--- src/rtl/mul_pkg.sv ---
// mul_pkg: shared definitions for the sequential multiplier and its consumers.
//   - mul_state_e : controller state encoding (IDLE/RUN/FIX)
//   - MUL_SIZE    : default operand width
//   - MUL_SAT     : fractional-mode saturation value for the default width,
//                   shared with the rounding stage's checkers
package mul_pkg;

    localparam int MUL_SIZE = 16;

    typedef enum logic [1:0] {
        ST_IDLE = 2'd0,
        ST_RUN  = 2'd1,
        ST_FIX  = 2'd2
    } mul_state_e;

    localparam logic [2*MUL_SIZE-1:0] MUL_SAT = {1'b0, {(2*MUL_SIZE-1){1'b1}}};

endpackage

--- src/rtl/mul_seq_fix.sv ---
// mul_seq_fix: combinational result fix-up applied once the shift-add loop
// has produced the unsigned magnitude product.
// Ports:
//   acc      in  2*SIZE  unsigned magnitude product
//   res_neg  in  1       result must be negated
//   ibf      in  1       fractional format: left-align by one bit
//   sat      in  1       the single fractional overflow case (-1.0 * -1.0)
//   r        out 2*SIZE  corrected product
module mul_seq_fix #(
    parameter int SIZE = 16
) (
    input  logic [2*SIZE-1:0] acc,
    input  logic              res_neg,
    input  logic              ibf,
    input  logic              sat,
    output logic [2*SIZE-1:0] r
);

    localparam logic [2*SIZE-1:0] SAT_VAL = {1'b0, {(2*SIZE-1){1'b1}}};

    // NOTE: r gets a full assignment first so every path defines it and no latch is inferred.
    always_comb begin
        r = res_neg ? -acc : acc;
        if (ibf) begin
            r = {r[2*SIZE-2:0], 1'b0};
        end
        if (sat) begin
            r = SAT_VAL;
        end
    end

endmodule

--- src/rtl/mul_seq.sv ---
// mul_seq: iterative radix-2 shift-add multiplier. Operands are latched as
// magnitudes on a start pulse in IDLE, SIZE add/shift iterations run in RUN,
// and one FIX cycle applies sign, fractional alignment and saturation.
// Ports:
//   clk, rst_n         clock, asynchronous active-low reset
//   ps_mul_start       start request (sampled only in IDLE)
//   ps_mul_xSgn/ySgn   operand is two's complement
//   ps_mul_IbF         fractional format
//   op_x, op_y         multiplicand, multiplier (SIZE bits)
//   mul_busy           operation in flight (registered)
//   mul_done           one-cycle completion pulse (registered)
//   mul32_product      2*SIZE product, held until the next completion
module mul_seq
    import mul_pkg::*;
#(
    parameter int SIZE = MUL_SIZE
) (
    input  logic              clk,
    input  logic              rst_n,
    input  logic              ps_mul_start,
    input  logic              ps_mul_xSgn,
    input  logic              ps_mul_ySgn,
    input  logic              ps_mul_IbF,
    input  logic [SIZE-1:0]   op_x,
    input  logic [SIZE-1:0]   op_y,
    output logic              mul_busy,
    output logic              mul_done,
    output logic [2*SIZE-1:0] mul32_product
);

    localparam int              CW   = $clog2(SIZE + 1);
    localparam logic [CW-1:0]   LAST = CW'(SIZE - 1);
    localparam logic [SIZE-1:0] MIN_NEG = {1'b1, {(SIZE-1){1'b0}}};

    mul_state_e        state, next_state;
    logic [CW-1:0]     cnt;
    logic [2*SIZE-1:0] acc;
    logic [2*SIZE-1:0] mcand;
    logic [SIZE-1:0]   mplier;
    logic              res_neg, ibf, sat;
    logic              load, step, fix;
    logic [SIZE-1:0]   x_mag, y_mag;
    logic              x_neg, y_neg;
    logic [2*SIZE-1:0] fixed;

    // Magnitudes fit SIZE unsigned bits; the most negative value maps to itself.
    assign x_neg = ps_mul_xSgn & op_x[SIZE-1];
    assign y_neg = ps_mul_ySgn & op_y[SIZE-1];
    assign x_mag = x_neg ? -op_x : op_x;
    assign y_mag = y_neg ? -op_y : op_y;

    always_comb begin
        next_state = state;
        load       = 1'b0;
        step       = 1'b0;
        fix        = 1'b0;
        unique case (state)
            ST_IDLE: begin
                if (ps_mul_start) begin
                    load       = 1'b1;
                    next_state = ST_RUN;
                end
            end
            ST_RUN: begin
                step = 1'b1;
                if (cnt == LAST) begin
                    next_state = ST_FIX;
                end
            end
            ST_FIX: begin
                fix        = 1'b1;
                next_state = ST_IDLE;
            end
            default: next_state = ST_IDLE;
        endcase
    end

    // NOTE: sequential state uses non-blocking assignments so every register samples pre-edge values.
    always_ff @(posedge clk or negedge rst_n) begin
        if (!rst_n) begin
            state    <= ST_IDLE;
            mul_busy <= 1'b0;
            mul_done <= 1'b0;
        end else begin
            state    <= next_state;
            mul_busy <= (next_state != ST_IDLE);
            mul_done <= fix;
        end
    end

    // NOTE: the whole datapath is reset so an aborted operation leaves no stale operand or product behind.
    always_ff @(posedge clk or negedge rst_n) begin
        if (!rst_n) begin
            cnt           <= '0;
            acc           <= '0;
            mcand         <= '0;
            mplier        <= '0;
            res_neg       <= 1'b0;
            ibf           <= 1'b0;
            sat           <= 1'b0;
            mul32_product <= '0;
        end else begin
            if (load) begin
                cnt     <= '0;
                acc     <= '0;
                mcand   <= {{SIZE{1'b0}}, x_mag};
                mplier  <= y_mag;
                res_neg <= x_neg ^ y_neg;
                ibf     <= ps_mul_IbF;
                sat     <= ps_mul_IbF & ps_mul_xSgn & ps_mul_ySgn &
                           (op_x == MIN_NEG) & (op_y == MIN_NEG);
            end
            if (step) begin
                if (mplier[0]) begin
                    acc <= acc + mcand;
                end
                mcand  <= {mcand[2*SIZE-2:0], 1'b0};
                mplier <= {1'b0, mplier[SIZE-1:1]};
                cnt    <= cnt + 1'b1;
            end
            if (fix) begin
                mul32_product <= fixed;
            end
        end
    end

    mul_seq_fix #(.SIZE(SIZE)) u_fix (
        .acc     (acc),
        .res_neg (res_neg),
        .ibf     (ibf),
        .sat     (sat),
        .r       (fixed)
    );

endmodule

--- config.mk ---
export PLATFORM = sky130hd
export DESIGN_NAME = mul_seq
export DESIGN_NICKNAME = d
export VERILOG_FILES = /design/src/rtl/mul_pkg.sv /design/src/rtl/mul_seq_fix.sv /design/src/rtl/mul_seq.sv
export SDC_FILE = /design/constraint.sdc
export NUM_CORES = 1
export LEC_CHECK = 0
export CORE_MARGIN = 2
export CORE_UTILIZATION = 46
export DETAILED_ROUTE_END_ITERATION = 12
export PLACE_DENSITY_LB_ADDON = 0.25
export SLEW_MARGIN = 0
export SYNTH_ARGS = -nofsm -noshare
export SYNTH_HDL_FRONTEND = slang
export SYNTH_SLANG_ARGS = --single-unit
--- constraint.sdc ---
create_clock -name clk -period 4.3 [get_ports clk]
set_clock_uncertainty 0.15 [all_clocks]
set_input_delay 0.645 -clock clk [delete_from_list [all_inputs] [get_ports clk]]
set_output_delay 0.645 -clock clk [all_outputs]
set_load 0.1 [all_outputs]
==> impl_metrics.toml, run 1 <==
[timing]
tightest_slew_ns = 1.10
setup_viol = 0
slew_headroom_pct = 26.7
slew_violations = 0
finalCriticalPeriod_ns = 3.40
period_share_pct = 79.1
rsz0062_at_grt = "no"
finalHoldViolCount = 0
fmax_mhz = 294
whs_ns = 0.167
tns_ns = 0

[place]
portBuffers = 71
placedInstanceArea_um2 = 8950
dp_hpwl_mm = 14.5
place.gp.congestion = 0.935

[cells_and_area]
drive_gt1_share_pct = 6.31
postLayoutCoreUtil_pct = 55.4
n_antenna_cell = 0
mostFrequentLayoutCell = "dfrtp_1"
final_cell_mix = "dfrtp_1 (124), nand2_1 (97), o21ai_0 (92), a21oi_1 (76), clkdlybuf4s50_1 (70)"
area_growth_pct = 17.8
final_nets = 1045
fin_area_um2 = 9550

[global_routing]
antenna_found_initial = 0
globalRouteTotalUtil_pct = 22.3
grt_pass1_vias = 6612
grt_start_max_net_pins = 65
overflow = 0
grt_pass1_wl_mm = 33.0

[die]
io-pin-count = 72
start_util_pct = 47.0
dieArea_um2 = 18700
dieWidth_um = 137
core_region_area_um2 = 17200
rows = 48
die_h_um = 137

[setup_path]
startpoint = "acc[0]"
rr_startpoint = "acc[0]"
slowest_delay_ns = 0.50
endpoint_kind = "flop"
cp_max_fo = 5
critPathSlowestCell = "o41ai_1"
cp.arrival_ns = 3.54
cp.required_ns = 4.44
crit_top_cell = "a31oi_1"
cp_cell_sequence = "ha_1 > fa_1 > a211oi_1 > or4_1 > a31oi_1 > o41ai_1 > a41oi_1 > a31oi_1 > xor2_1 > o21ai_0"
critPathLaunchType = "flop"
path_class = "flop to flop"

[cts]
clkLatencyLatePin_ns = 0.42
cts_tree = "done"
hold_buffers = 0
cts_made_buffers = 17
cts.sink_count = 124
htree_levels = 4
cts_setup_buffers = 0
clock_path_buffers = 2
clockRootBuffer = "clkbuf_16"
cts_resized = 0
clkTransAtPathRegs_ns = 0.06

[power]
powerDensity_nw_per_um2 = 729
p_leak_nw = 4.18
ir_drop_mv = 0.367

[yosys]
seq_area_frac_synth_pct = 38.3
synth_cell_types = 60
synth_compound_area_share_pct = 26.0
avgSynthCellArea_um2 = 8.78
syn_inst = 923
yosys_register_bits = 124
ys.flop_type = "dfrtp_1"
syn_area_um2 = 8100
synthXorXnorAreaFrac_pct = 8.86
synth-simple-area-share_pct = 15.4
synth_fa_ha_area_share_pct = 5.81
synth_top_family_by_area = "compound AO/OA/AOI/OAI gates"
syn_nets = 998
async_reset_ff_share_pct = 100
synth_edf_count = 0
synth.mux.area_fraction_pct = 1.54
yosysWarnings = 0

[routing]
ant_nets = 0
drc = 0
drt_pass1_iterations = 6
vias = 6948
drt_iter0_drc = 366
drt_wl_total_mm = 19.5
wl_per_cell_um = 16.1
vias_per_cell = 5.75

[job]
cap_violations = 0

[worst_hold_path]
hold_path_class = "input pin to asynchronous set/reset pin"

[outcome]
status = "complete, no violations"
-- sequential cells by signal (all words and copies together), names as in the netlist --
register,count
mcand,32
res_neg,1
mul_busy,1
state,2
mul32_product,32
sat,1
ibf,1
mul_done,1
acc,32
cnt,5
mplier,16
-- worst max-delay path: cells and delay by family (launching register included) --
| kind | cells | cell delay [ns] |
|---|---|---|
| AO/OA/AOI/OAI | 6 | 1.64 |
| XOR/XNOR | 1 | 0.15 |
| AND/OR/NAND/NOR | 1 | 0.20 |
| adder cells (fa/ha/maj) | 2 | 0.68 |
| flip-flops | 1 | 0.43 |
-- layer usage --
metal | GRT usage, % | vias to the layer above | share of wire (%)
met4 | 8.22 | 0 | 1.8
met5 | 0 | - | 0
met1 | 30.8 | 3293 | 48
li1 | - | 3473 | -
met3 | 4.00 | 28 | 4.4
met2 | 34.9 | 154 | 46
-- cell type report --
class	instances	area (µm²)
clock buffer	20	457
clock inverter	12	145
fill	1612	7690
inverter	20	75.1
multi-input combinational	724	4680
sequential	124	3100
tap	225	282
timing repair buffer	83	811
-- cell usage after synthesis, types with 5 or more instances --
library cell	instances	area [µm²]
a211oi_1	11	82.6
a21o_1	16	120
a21oi_1	76	380
a22o_1	20	175
a22oi_1	30	225
a31oi_1	13	81.3
and2_1	5	31.3
clkbuf_1	45	169
dfrtp_1	124	3100
ha_1	36	450
inv_1	19	71.3
mux2i_1	8	80.1
nand2_1	97	364
nand2b_1	7	43.8
nand3_1	13	65.1
nand4_1	8	50.1
nor2_1	67	251
nor2b_1	17	106
nor3_1	14	70.1
nor4_1	7	43.8
o211ai_1	9	67.6
o21a_1	12	90.1
o21ai_0	92	460
o31ai_1	12	90.1
o41ai_1	10	87.6
or3_1	12	75.1
xnor2_1	45	394
xor2_1	37	324
-- final timing paths --
| kind | cells past startpoint | endpoint | slack, ns |
|---|---|---|---|
| worst max-delay path | 10 | acc[28] | 0.90 |
| worst min-delay path | 1 | mul32_product[2] | 0.17 |
| worst max register to register | 10 | acc[28] | 0.90 |
| worst min register to register | 2 | mul32_product[29] | 0.32 |
| max in group asynchronous | 2 | state[0] | 3.00 |
| min in group clk | 2 | mul32_product[29] | 0.32 |
-- stage by stage --
step	total power [W]	std cells	worst slack [ns]
after floorplan	0.00468	923	1.33
after global placement	0.00546	1176	0.924
after detailed placement	0.00550	1176	0.864
after CTS	0.00698	1208	0.846
after global routing	0.00749	1208	0.573
final	0.00696	1208	0.898
-- report_power, final --
part / total, W / switching [W] / internal (W)
clock network: 0.00145 / 0.000517 / 0.000935
registers: 0.00203 / 0.000491 / 0.00154
logic: 0.00348 / 0.00214 / 0.00134
-- kinds of logic after synthesis --
kind of cell | after synthesis
simple gates | 264
compound gates | 329
flops | 124
buf+inv | 75
xor+xnor | 82
mux | 12
fa+ha+maj | 37
(Power assumes the default switching activity.)
==> run 2, diff against run 1 <==
- clock period: 4.3 -> 2.8 ns (I/O delays scaled with it)
==> run 2 against run 1 <==
First-iteration DRC count is 14% higher. Die area stayed put. Cell area up 10%. The flow now finishes with violations (setup timing). Hold slack improved by 0.15 ns.
==> impl_metrics.toml, run 2 (synthesis gave the netlist of run 1 again) <==
[cells_and_area]
n_antenna_cell = 0
mostFrequentLayoutCell = "buf_4"
drive_gt1_share_pct = 21.2
register_area_um2 = 3100
final_nets = 1141
final_cell_mix = "buf_4 (141), dfrtp_1 (124), nand2_1 (97), o21ai_0 (88), a21oi_1 (70)"
area_growth_pct = 29.8
multiInputGateArea_um2 = 4990
stdcell_count = 1304
nFillCells = 1449
reg.largest.list = "acc x32, mcand x32, mul32_product x32"

[timing]
finalCriticalPeriod_ns = 2.94
period_share_pct = 105
setup_viol = 5
rsz0062_at_grt = "yes"
slew_violations = 0
tightest_slew_ns = 0.793
finalHoldViolCount = 0
tns_ns = -0.442
fin_ws_ns = -0.141
fmax_mhz = 340
slew_headroom_pct = 47.1

[routing]
ant_nets = 0
vias_per_cell = 5.60
drt_wl_total_mm = 20.8
drt_iter0_drc = 418
vias = 7297
drt_pass1_iterations = 7
drc = 0
wl_per_cell_um = 16.0

[power]
p_leak_nw = 4.77
powerDensity_nw_per_um2 = 1130
ir_drop_mv = 0.600

[die]
core_region_area_um2 = 17200
dieArea_um2 = 18700
dieWidth_um = 137
rows = 48
start_util_pct = 47.0
io-pin-count = 72
die_h_um = 137

[cts]
htree_levels = 4
clockRootBuffer = "clkbuf_16"
cts_tree = "done"
cts_made_buffers = 17
cts.sink_count = 124
clock_path_buffers = 2
clkTransAtPathRegs_ns = 0.06
clkLatencyLatePin_ns = 0.42

[place]
place.gp.congestion = 0.941
dp_hpwl_mm = 15.7
portBuffers = 71
dp.cells = 1269
pre_cts_slack_ns = -0.190

[setup_path]
endpoint_kind = "flop"
cp.required_ns = 2.96
path_class = "flop to flop"
cp_cell_sequence = "or4_4 > or4b_4 > or4_4 > o41ai_4 > xor2_1 > mux2i_1 > o21ai_1 > nand2_1"
critPathSlowestCell = "or4_4"
rr_startpoint = "acc[19]"
crit_top_cell = "or4_4"
cp_top_family = "simple AND/OR/NAND/NOR gates"
slowest_delay_ns = 0.54
cp.arrival_ns = 3.10
startpoint = "acc[19]"
critPathBufInv = 0
critPathLaunchType = "flop"
cp_max_fo = 4

[global_routing]
grt_start_max_net_pins = 47
grt_pass1_vias = 6964
antenna_found_initial = 0
overflow = 0
globalRouteTotalUtil_pct = 22.9
grt_pass1_wl_mm = 34.0

[outcome]
status = "finished with violations"
failed_checks = "setup timing"

[job]
cap_violations = 0

[worst_hold_path]
hold_path_class = "flop to flop"
hp-start = "mul32_product[1]"
[run 2: cell types whose count changed in the layout (fill, tap and decap cells not counted), sizes merged]
cell | previous run | this run
buf | 13 | 142
clkinv | 8 | 4
bufinv | 3 | 4
clkinvlp | 1 | 3
clkdlybuf4s50 | 70 | 36
clkbuf | 20 | 21
dlygate4sd3 | 0 | 1
[run 2: worst min-delay path: cells and delay by family (launching register included)]
family | cells | cell delay (ns)
flip-flops | 1 | 0.33
AND/OR/NAND/NOR | 2 | 0.10
[run 2: routing by layer]
layer	vias to the layer above	routed length (µm)	GRT usage (%)
met1	3434	9730	30.6
met5	-	0	0
met2	173	9810	37.5
met3	27	931	3.78
met4	0	333	7.99
li1	3663	-	-
[run 2: worst paths after layout]
check	endpoint	slack (ns)	cells after the start
min	mul32_product[1]	0.31	2
max	mul32_product[28]	-0.14	8
min in group asynchronous	mul32_product[3]	0.40	2
max in group asynchronous	mcand[31]	1.33	3
min reg2reg	mul32_product[1]	0.31	2
max reg2reg	mul32_product[28]	-0.14	8
[run 2: power breakdown]
| part | internal, W | switching [W] | total, W |
|---|---|---|---|
| combinational | 0.00279 | 0.00382 | 0.00661 |
| clock | 0.00153 | 0.000803 | 0.00233 |
| sequential | 0.00236 | 0.000589 | 0.00295 |
| total | 0.00668 | 0.00521 | 0.0119 |
[run 2: layout make-up]
type                       count  area share (%)
multi-input combinational    724            47.4
tap                          225            2.68
timing repair buffer         179            13.8
clock buffer                  21            4.38
clock inverter                11            1.58
sequential                   124            29.5
inverter                      20           0.713
[run 2: per-stage QoR]
stage               util [%]  hold slack (ns)  cell area, µm²  total power (W)
floorplan                  -          -0.0256            8140          0.00722
global placement        55.7            0.304            9600          0.00911
detailed placement      55.7            0.308            9600          0.00920
CTS                     59.6            0.320           10300           0.0116
global route            61.0            0.343           10500           0.0127
finish                  61.0            0.315           10500           0.0119
[run 2: timing repair]
| item | 4_1_cts | 5_1_grt |
|---|---|---|
| pin swaps | 4 | 18 |
| setup buffers | 1 | 2 |
| hold buffers | 1 | 0 |
| resized for setup | 8 | 36 |
| setup endpoints to repair | 13 | 24 |
| endpoints found under the hold margin | 42 | 0 |
